==> src/rtl/m3ds_ahb_sram_initiator.sv <==
// AHB-Lite slave for the SRAM0 bank pair: zero-wait reads, writes deferred through a write buffer
// and merged byte-wise into read data until they reach the SRAM.
module m3ds_ahb_sram_initiator #(
  parameter int AW = 15
) (
  input  logic          SRAM0HCLK,
  input  logic          SRAMHRESETn,
  input  logic          HSEL,
  input  logic [AW-1:0] HADDR,
  input  logic [1:0]    HTRANS,
  input  logic [2:0]    HSIZE,
  input  logic          HWRITE,
  input  logic          HREADY,
  input  logic [31:0]   HWDATA,
  output logic          HREADYOUT,
  output logic          HRESP,
  output logic [31:0]   HRDATA,
  input  logic [31:0]   SRAM0RDATA,
  output logic [AW-3:0] SRAM0ADDR,
  output logic [3:0]    SRAM0WREN,
  output logic [31:0]   SRAM0WDATA,
  output logic          SRAM0CS
);

  logic          acc, rd_a, wr_a, commit;
  logic          fill_buf, fill_stg, do_move;
  logic [3:0]    mask;
  logic [AW-3:0] haddr_w;

  logic          buf_pend, wr_dphase, rd_dphase, stg_full;
  logic [AW-3:0] buf_addr, stg_addr;
  logic [3:0]    buf_mask, stg_mask, merge_mask, merge_stg;
  logic [31:0]   buf_data, stg_data;

  logic          unused_htrans0;
  assign unused_htrans0 = HTRANS[0];

  assign HREADYOUT = 1'b1;
  assign HRESP     = 1'b0;

  // Address-phase decode is gated by reset so the SRAM port is quiet while in reset.
  assign acc     = SRAMHRESETn & HSEL & HREADY & HTRANS[1];
  assign rd_a    = acc & ~HWRITE;
  assign wr_a    = acc & HWRITE;
  assign haddr_w = HADDR[AW-1:2];

  always_comb begin
    mask = 4'b1111;
    case (HSIZE)
      3'd0:    mask = 4'b0001 << HADDR[1:0];
      3'd1:    mask = HADDR[1] ? 4'b1100 : 4'b0011;
      default: mask = 4'b1111;
    endcase
  end

  // A write's address/mask is staged until its data arrives. If the buffer is still
  // blocked by a read at that point, the staged entry keeps its data and moves into
  // the buffer on the next commit, so W,W,R sequences never lose a write.
  assign commit   = buf_pend & ~rd_a;
  assign fill_buf = wr_dphase & (~buf_pend | commit);
  assign fill_stg = wr_dphase & ~fill_buf;
  assign do_move  = commit & stg_full;

  always_ff @(posedge SRAM0HCLK or negedge SRAMHRESETn) begin
    if (!SRAMHRESETn) begin
      buf_pend   <= 1'b0;
      buf_addr   <= '0;
      buf_mask   <= '0;
      buf_data   <= '0;
      stg_full   <= 1'b0;
      stg_addr   <= '0;
      stg_mask   <= '0;
      stg_data   <= '0;
      wr_dphase  <= 1'b0;
      rd_dphase  <= 1'b0;
      merge_mask <= '0;
      merge_stg  <= '0;
    end else begin
      wr_dphase <= wr_a;
      rd_dphase <= rd_a;
      if (wr_a) begin
        stg_addr <= haddr_w;
        stg_mask <= mask;
      end
      if (fill_buf) begin
        buf_addr <= stg_addr;
        buf_mask <= stg_mask;
        buf_data <= HWDATA;
      end else if (do_move) begin
        buf_addr <= stg_addr;
        buf_mask <= stg_mask;
        buf_data <= stg_data;
      end
      buf_pend <= fill_buf | do_move | (buf_pend & ~commit);
      if (fill_stg)
        stg_data <= HWDATA;
      stg_full <= fill_stg | (stg_full & ~do_move);
      if (rd_a) begin
        // Predict where each in-flight write will sit during this read's data phase.
        if (buf_pend)
          merge_mask <= (buf_addr == haddr_w) ? buf_mask : '0;
        else
          merge_mask <= (wr_dphase && stg_addr == haddr_w) ? stg_mask : '0;
        merge_stg <= ((stg_full || (wr_dphase && buf_pend)) && stg_addr == haddr_w) ? stg_mask : '0;
      end
    end
  end

  always_comb begin
    SRAM0CS    = 1'b0;
    SRAM0WREN  = '0;
    SRAM0ADDR  = buf_addr;
    SRAM0WDATA = buf_data;
    if (rd_a) begin
      SRAM0CS   = 1'b1;
      SRAM0ADDR = haddr_w;
    end else if (commit) begin
      SRAM0CS   = 1'b1;
      SRAM0WREN = buf_mask;
    end
  end

  // The staged entry is always younger than the buffer entry, so it wins on overlap.
  always_comb begin
    HRDATA = SRAM0RDATA;
    for (int unsigned i = 0; i < 4; i++) begin
      if (rd_dphase && merge_stg[i])
        HRDATA[8*i +: 8] = stg_data[8*i +: 8];
      else if (rd_dphase && merge_mask[i])
        HRDATA[8*i +: 8] = buf_data[8*i +: 8];
    end
  end

endmodule

==> config.mk <==
export PLATFORM = sky130hd
export DESIGN_NAME = m3ds_ahb_sram_initiator
export DESIGN_NICKNAME = d
export VERILOG_FILES = /design/src/rtl/m3ds_ahb_sram_initiator.sv
export SDC_FILE = /design/constraint.sdc
export NUM_CORES = 1
export LEC_CHECK = 0
export BUFFER_PORTS_ARGS = -buffer_cell sky130_fd_sc_hd__buf_2
export CELL_PAD_IN_SITES_DETAIL_PLACEMENT = 1
export CELL_PAD_IN_SITES_GLOBAL_PLACEMENT = 1
export CORE_UTILIZATION = 40
export DETAILED_ROUTE_END_ITERATION = 16
export PLACE_DENSITY_LB_ADDON = 0.3
export SETUP_SLACK_MARGIN = 0.1
export SLEW_MARGIN = 20
export SYNTH_ARGS = -nofsm -noshare
export SYNTH_HDL_FRONTEND = slang
export SYNTH_SLANG_ARGS = --single-unit
==> constraint.sdc <==
create_clock -name SRAM0HCLK -period 2.5 [get_ports SRAM0HCLK]
set_input_delay 0.625 -clock SRAM0HCLK [delete_from_list [all_inputs] [get_ports SRAM0HCLK]]
set_output_delay 0.625 -clock SRAM0HCLK [all_outputs]
set_load 0.01 [all_outputs]
* Word level (Yosys, flattened, before mapping)
Index checks and enable logic that the tools add are counted.
Widths: inputs -> output; s select.
** Cells by class
- Reductions and logical operators :: 14
- Muxes and demuxes :: 25
- Bitwise logic cells :: 21
- Equal/unequal tests :: 3
- Shift-type cells :: 1
** Operator list (number)
- $mux 32 :: 2
- $mux 8 :: 8
- $mux 13 :: 3
- $mux 4 :: 9
- $eq 13x13->1 :: 2
- $and 1x1->1 :: 11
- $logic_and 1x1->1 :: 11
- $pmux 4 s2 :: 1
- $not 1->1 :: 6
- $or 1x1->1 :: 4
- $shl 1x2->4 const A :: 1
- $eq 3x1->1 const B :: 1
- $logic_not 3->1 :: 1
- $mux 1 :: 2
- $reduce_bool 2->1 :: 1
- $logic_or 1x1->1 :: 1
** Storage, ports and cells
- Logic and storage cells :: 76
- Input port bits :: 89
- Register bits after elaboration :: 110
- Output and inout port bits :: 84

* Depth between registers and ports, before layout
Gate-level depths: netlist of run 1.
- Depth after elaboration :: 11
- Mapped depth :: 7
- Mapped depth without buffers :: 5

* Worst setup path after synthesis of run 1
No wires, ideal clock.
- Kind :: input -> output
- Start :: input HREADY
- End :: output SRAM0WREN[0]
- Arrival time :: 1632 ps
- Stages on the path :: 5
- Path buffers :: 2
- Data required time :: 1875 ps
- Slack :: 243 ps
- Cells stage by stage :: nand4_1 nand2b_1 buf_2 clkbuf_1 and3_1
** Between the ends
- Cells in the longest elaborated chain, start to end :: 7
** RTL lines
- start, declared :: line 13 : input logic HREADY,
- $and 1x1->1 * (2 in series) :: line 42 : assign acc = SRAMHRESETn & HSEL & HREADY & HTRANS[1];
- $and 1x1->1 * :: line 43 : assign rd_a = acc & ~HWRITE;
- $not 1->1 :: line 59 : assign commit = buf_pend & ~rd_a;
- $and 1x1->1 :: line 59
- $mux 4 :: line 117 : end else if (commit) begin
- $mux 4 * :: line 114 : if (rd_a) begin
- end, declared :: line 20 : output logic [3:0] SRAM0WREN,
Mark *: on every way between the ends. The rest lies on a longest branch, timed or not.

* Worst setup path after layout of run 1
- Start :: input SRAMHRESETn
- End :: output SRAM0WREN[2]
** Between the ends
- Cells in the longest elaborated chain, start to end :: 8
** RTL lines
- start, declared :: line 7 : input logic SRAMHRESETn,
- $and 1x1->1 * (3 in series) :: line 42
- $and 1x1->1 * :: line 43
- $not 1->1 :: line 59
- $and 1x1->1 :: line 59
- $mux 4 :: line 117
- $mux 4 * :: line 114
Marked as above.

==> results.cfg, run 1 <==
[grt]
first_global_vias = 5259
gr-total-overflow = 0
grt_max_degree = 69
antenna_found_initial = 1
grt_pass1_wl_um = 27700
track_usage_pct = 24.4

[min_path]
hp-class = primary input to asynchronous set/reset pin

[yosys]
synth_seq_cells = 110
yosys_warnings = 0
synth.avg_cell_area_um2 = 11.0
yosysMostFrequentCell = dfrtp_1
async_flop_share_pct = 100
netlist_area_mm2 = 0.00570
yosysUniqueCellTypes = 34
synth_top_area_share_pct = 48.3
synth_xor_area_share_pct = 3.99
synth_simple_gate_area_share_pct = 7.37
synth-compound-area-share_pct = 23.8
yosys-top-cells-count = dfrtp_1, a22o_1, a22oi_1, mux2_2, nand2_1
synth_top_family_by_area = compound AO/OA/AOI/OAI gates
synth_top_area_cell = dfrtp_1
synth_area_leaders = dfrtp_1, a22o_1, mux2_2, a22oi_1, xor2_1
yosysSeqAreaShare_pct = 48.3
synth_edf_count = 0
syn_nets = 607
synthAdderAreaFrac_pct = 0
synthMuxAreaShare_pct = 12.2
synthFlopType = dfrtp_1
syn_inst = 518

[worst_setup_path]
crit_type = primary input to primary output
critical-path-max-stage-delay_ps = 220
cp_slowest_cell = and3_1
cp_cell_sequence = buf_4, nand4_1, nand2b_1, buf_4, and3_1, buf_2
worst_setup_path_end_kind = primary output
cp-start-kind = primary input
cp_max_fo = 18
cp_common_cell = buf_4
cp.arrival_ps = 1700
cp.required_ps = 1880

[floorplanning]
die_height_um = 121
core_mm2 = 0.0139
dieArea_mm2 = 0.0147
initial_core_util_pct = 41.1
ioPinCount = 173
row_count = 43
fp.dieW_um = 121

[timing]
post-route-period-util_pct = 93.0
hold_ws_ps = 438
fin_tns_setup_ps = 0
rsz0062_at_grt = false
clock_skew_ps = 8.86
relSlewSlack_pct = 41.1
final_hold_viol_count = 0
setup_violations = 0
finalCriticalPeriod_ps = 2320
worst_pin_slew_ps = 884
max_freq_mhz = 430
final-max-slew-violation-count = 0

[flow_run]
cap_violations = 0

[power_and_ir_drop]
seqPwrFrac_pct = 49.8
internal_power_mw = 3.27
power.density_mw_per_mm2 = 657
report.power.total_mw = 4.64
p_sw_share_pct = 29.4
peakVddDrop_v = 0.000355
pwr-share-clk_pct = 30.1
combPwrFrac_pct = 20.1
p_leak_nw = 3.50
switching_power_mw = 1.37

[placed_design]
dpl.hpwl_um = 12200
portBuffers = 169
globalplace.congestion = 0.775

[route]
drc_errors = 0
drt_iter0_drc = 219
ant_nets = 0
wl_per_cell_um = 20.1
viasPerCell = 5.78
drt_wl_total_um = 17300
drt-pass1-iter-count = 4
vias = 4968

[clocking]
cts_tree = yes
numCtsBuffers = 9
h-tree-depth = 3
clk_latency_ps = 340
post-cts-setup-buffers = 0
cts_buffer_depth = 2
cts.sinks = 110
cts-root-buf = clkbuf_16
clkTransAtPathRegs_ps = 70

[layout]
multi_input_area_mm2 = 0.00277
layout-drive-gt1-share_pct = 40.1
area_growth_pct = 23.8
fillers = 1577
fin_util_pct = 50.9
seq_area_mm2 = 0.00276
num-nets-final = 763

[outcome]
outcome = finished, final reports clean
final cells by class:
| type | count | share of cell area [%] |
|---|---|---|
| multi-input combinational | 361 | 39.2 |
| sequential | 110 | 39.1 |
| timing repair buffer | 189 | 14.3 |
| clock buffer | 11 | 3.30 |
| tap | 180 | 3.19 |
| clock inverter | 5 | 0.709 |
| inverter | 3 | 0.160 |
| antenna | 1 | 0.0354 |
power groups by stage:
stage / Sequential [mW] / Combinational (mW) / Clock, mW
after floorplan: 2.32 / 0.475 / 0
after global placement: 2.31 / 0.902 / 0
after detailed placement: 2.34 / 0.943 / 0
after CTS: 2.31 / 0.949 / 1.43
after global routing: 2.36 / 1.04 / 1.51
final: 2.31 / 0.932 / 1.40
path summary, 6_finish.rpt:
check,startpoint,end,slack [ps],cells after the start
min reg2reg,buf_mask[0]$_DFFE_PN0P_,buf_mask[0]$_DFFE_PN0P_,540,1
max reg2reg,buf_pend$_DFF_PN0_,buf_addr[8]$_DFFE_PN0P_,600,4
max in group asynchronous,SRAMHRESETn,rd_dphase$_DFF_PN0_,710,3
max,SRAMHRESETn,SRAM0WREN[2],180,6
min in group SRAM0HCLK,HWDATA[15],SRAM0WDATA[15]$_DFFE_PN0P_,520,3
min,SRAMHRESETn,stg_addr[11]$_DFFE_PN0P_,440,2
what timing repair did:
action | in CTS | in global routing
gates resized for setup | 9 | 5
hold buffers | 0 | 0
endpoints found under the setup margin | 32 | 23
cloned | 0 | 0
endpoints found under the hold margin | 0 | 0
metrics by stage:
stage                     worst slack (ps)  cells  area (um2)
after floorplan                        243    518        5700
after global placement                 178    843        6720
after detailed placement               125    843        6720
after CTS                              120    859        7040
after global routing                   147    860        7060
final                                  175    860        7060
cell families (layout without fill, tap and decap cells):
group | after synthesis | in the layout
buffers and inverters | 47 | 208
DFF | 110 | 110
and+or+nand+nor | 86 | 86
muxes | 62 | 62
xor gates and xnor gates | 26 | 26
other | 2 | 3
AOI/OAI and AO/OA | 185 | 185
flip-flops by register name, summed over array words and instances, names as in the netlist:
name	count
SRAM0WDATA	32
buf_addr	13
buf_mask	4
buf_pend	1
merge_mask	4
merge_stg	4
rd_dphase	1
stg_addr	13
stg_data	32
stg_full	1
stg_mask	4
wr_dphase	1
worst max-delay path, delay by kind of cell:
| family | cells | cell delay (ps) |
|---|---|---|
| buffers and inverters | 3 | 480 |
| and+or+nand+nor | 3 | 580 |
cells in the final DEF, fill, tap and decap left out, drive strengths merged:
| cell type | count |
|---|---|
| a21o | 4 |
| a21oi | 3 |
| a22o | 68 |
| a22oi | 64 |
| a31oi | 4 |
| and3 | 4 |
| buf | 189 |
| bufinv | 1 |
| clkbuf | 11 |
| clkinv | 5 |
| conb | 2 |
| dfrtp | 110 |
| diode | 1 |
| inv | 2 |
| mux2 | 62 |
| nand2 | 50 |
| nand2b | 5 |
| nand4 | 3 |
| nor2 | 8 |
| nor2b | 5 |
| nor3 | 3 |
| nor3b | 1 |
| nor4 | 4 |
| nor4b | 1 |
| o21ai | 41 |
| o21bai | 1 |
| or2 | 2 |
| xor2 | 26 |
metal layers:
layer	GRT usage, %	vias to the layer above	part of all wire [%]
met2	42.9	161	52
li1	-	2245	-
met3	4.18	18	5.3
met5	0	-	0
met4	6.79	0	1.3
met1	30.6	2544	41
Note: power is estimated with default switching activity, not from simulation.
==> run 2, diff against run 1 <==
--- a/config.mk
+++ b/config.mk
@@ -5,7 +5,7 @@
 export SDC_FILE = /design/constraint.sdc
 export NUM_CORES = 1
 export LEC_CHECK = 0
-export BUFFER_PORTS_ARGS = -buffer_cell sky130_fd_sc_hd__buf_2
+export BUFFER_PORTS_ARGS = -buffer_cell sky130_fd_sc_hd__clkbuf_2
 export CELL_PAD_IN_SITES_DETAIL_PLACEMENT = 1
 export CELL_PAD_IN_SITES_GLOBAL_PLACEMENT = 1
 export CORE_UTILIZATION = 40
==> run 2 against run 1 <==
Critical path depth stayed put. Clock skew shrank 2.5 ps. Clock power is 6% higher. Largest power group unchanged. Hold slack worse by 21 ps. Largest cell class unchanged. Sequential share of layout area about the same. Combinational power about the same. Flip-flop and latch count did not move.
==> results.cfg, run 2 (synthesis gave the netlist of run 1 again) <==
[layout]
num-nets-final = 762
fin_util_pct = 50.9
final_cell_mix = clkbuf_2, dfrtp_1, a22o_1
antennaDiodeCount = 0
fillers = 1541
layout-drive-gt1-share_pct = 40.3
area_growth_pct = 23.9
final_common_cell = clkbuf_2

[grt]
met2_usage_pct = 42.4
track_usage_pct = 24.5
gr-total-overflow = 0
grt_pass1_wl_um = 27500
grt_max_degree = 69
groute.layer.met3.usage_pct = 4.65
antenna_found_initial = 0
first_global_vias = 5207
grtUsageMet1_pct = 30.1
busiest_layer = met2

[clocking]
post-cts-setup-buffers = 0
h-tree-depth = 3
cts_buffer_depth = 2
numCtsBuffers = 9
cts.sinks = 110
cts-root-buf = clkbuf_16
clkTransAtPathRegs_ps = 70
cts_hold_buf = 0
clk_latency_ps = 360
cts_tree = yes

[outcome]
outcome = finished, final reports clean

[min_path]
hp-class = primary input to asynchronous set/reset pin

[worst_setup_path]
cp.arrival_ps = 1660
cp-start-kind = primary input
cp_cell_sequence = buf_4, nand4_1, nand2b_4, buf_6, and3_1, clkbuf_2
cp_max_fo = 24
crit_type = primary input to primary output
reg2reg_depth = 4
r2r-start = buf_pend$_DFF_PN0_
cp.required_ps = 1880
worst_setup_path_end_kind = primary output
rrSetupSlack_ps = 610
reg2reg_to = buf_addr[12]$_DFFE_PN0P_
critical-path-max-stage-delay_ps = 220
cp_slowest_cell = and3_1

[power_and_ir_drop]
p_leak_nw = 3.51
power.density_mw_per_mm2 = 668
peakVddDrop_v = 0.000418
report.power.total_mw = 4.72

[route]
wl_per_cell_um = 19.8
drt_iter0_drc = 325
vias = 4980
drt_wl_total_um = 17000
ant_nets = 0
drc_errors = 0
drt-pass1-iter-count = 4
viasPerCell = 5.80

[floorplanning]
die_height_um = 121
dieArea_mm2 = 0.0147
initial_core_util_pct = 41.1
row_count = 43
ioPinCount = 173
core_mm2 = 0.0139
fp.dieW_um = 121

[placed_design]
portBuffers = 169
dp_slack_ps = 104
dpl.hpwl_um = 12200
globalplace.congestion = 0.789

[timing]
hold_ws_ps = 417
finalCriticalPeriod_ps = 2280
post-route-period-util_pct = 91.4
clock_skew_ps = 6.35
fin_tns_setup_ps = 0
setup_violations = 0
rsz0062_at_grt = false
relSlewSlack_pct = 41.5
worst_pin_slew_ps = 877
final-max-slew-violation-count = 0
fin_ws_ps = 215
max_freq_mhz = 438
final_hold_viol_count = 0

[flow_run]
cap_violations = 0
run 2: changes by cell type in the layout (fill, tap and decap cells not counted), sizes merged:
cell and change:
clkbuf +170, diode -1, buf -169, clkinv -3, clkinvlp +1
run 2: metrics by stage:
step	cells	cell area, um2
4_1_cts	858	7060
2_1_floorplan	518	5700
3_3_place_gp	842	6700
3_5_place_dp	842	6700
6_report	858	7070
5_1_grt	858	7070
run 2: layout make-up:
cell class                 instances  area, um2  area share (%)
timing repair buffer             188        995            14.1
sequential                       110       2760            39.0
tap                              180        225            3.19
clock inverter                     3       42.5           0.602
multi-input combinational        361       2780            39.3
inverter                           3       11.3           0.159
clock buffer                      13        260            3.68
run 2: timing repair:
action                                  4_1_cts  5_1_grt
endpoints found under the setup margin       32       20
cloned                                        0        0
gates resized for setup                      13        4
run 2: how the worst max path moves through the flow:
stage                             startpoint  cells after the start                      end
CTS                 merge_stg[3]$_DFFE_PN0P_                      4               HRDATA[29]
finish                           SRAMHRESETn                      6             SRAM0WREN[1]
global route                     SRAMHRESETn                      8            SRAM0ADDR[10]
floorplan                             HREADY                      5             SRAM0WREN[0]
detailed placement               SRAMHRESETn                      7  buf_mask[2]$_DFFE_PN0P_
global placement                 SRAMHRESETn                      6             SRAM0WREN[3]
run 2: report_power, final:
| group | leakage, nW | internal, mW | switching (mW) | total [mW] |
|---|---|---|---|---|
| sequential | 1.43 | 2.04 | 0.275 | 2.31 |
| clock | 0.146 | 0.832 | 0.646 | 1.48 |
| combinational | 1.93 | 0.462 | 0.470 | 0.932 |
run 2: worst max-delay path: cells and delay by family:
kind	cells	cell delay (ps)
AND/OR/NAND/NOR	3	530
buffers and inverters	3	490
run 2: routing by layer:
metal  vias to the layer above  wire [um]
li1                       2245          -
met1                      2545       7130
met2                       167       8640
met3                        23        923
met4                         0        338
met5                         -          0
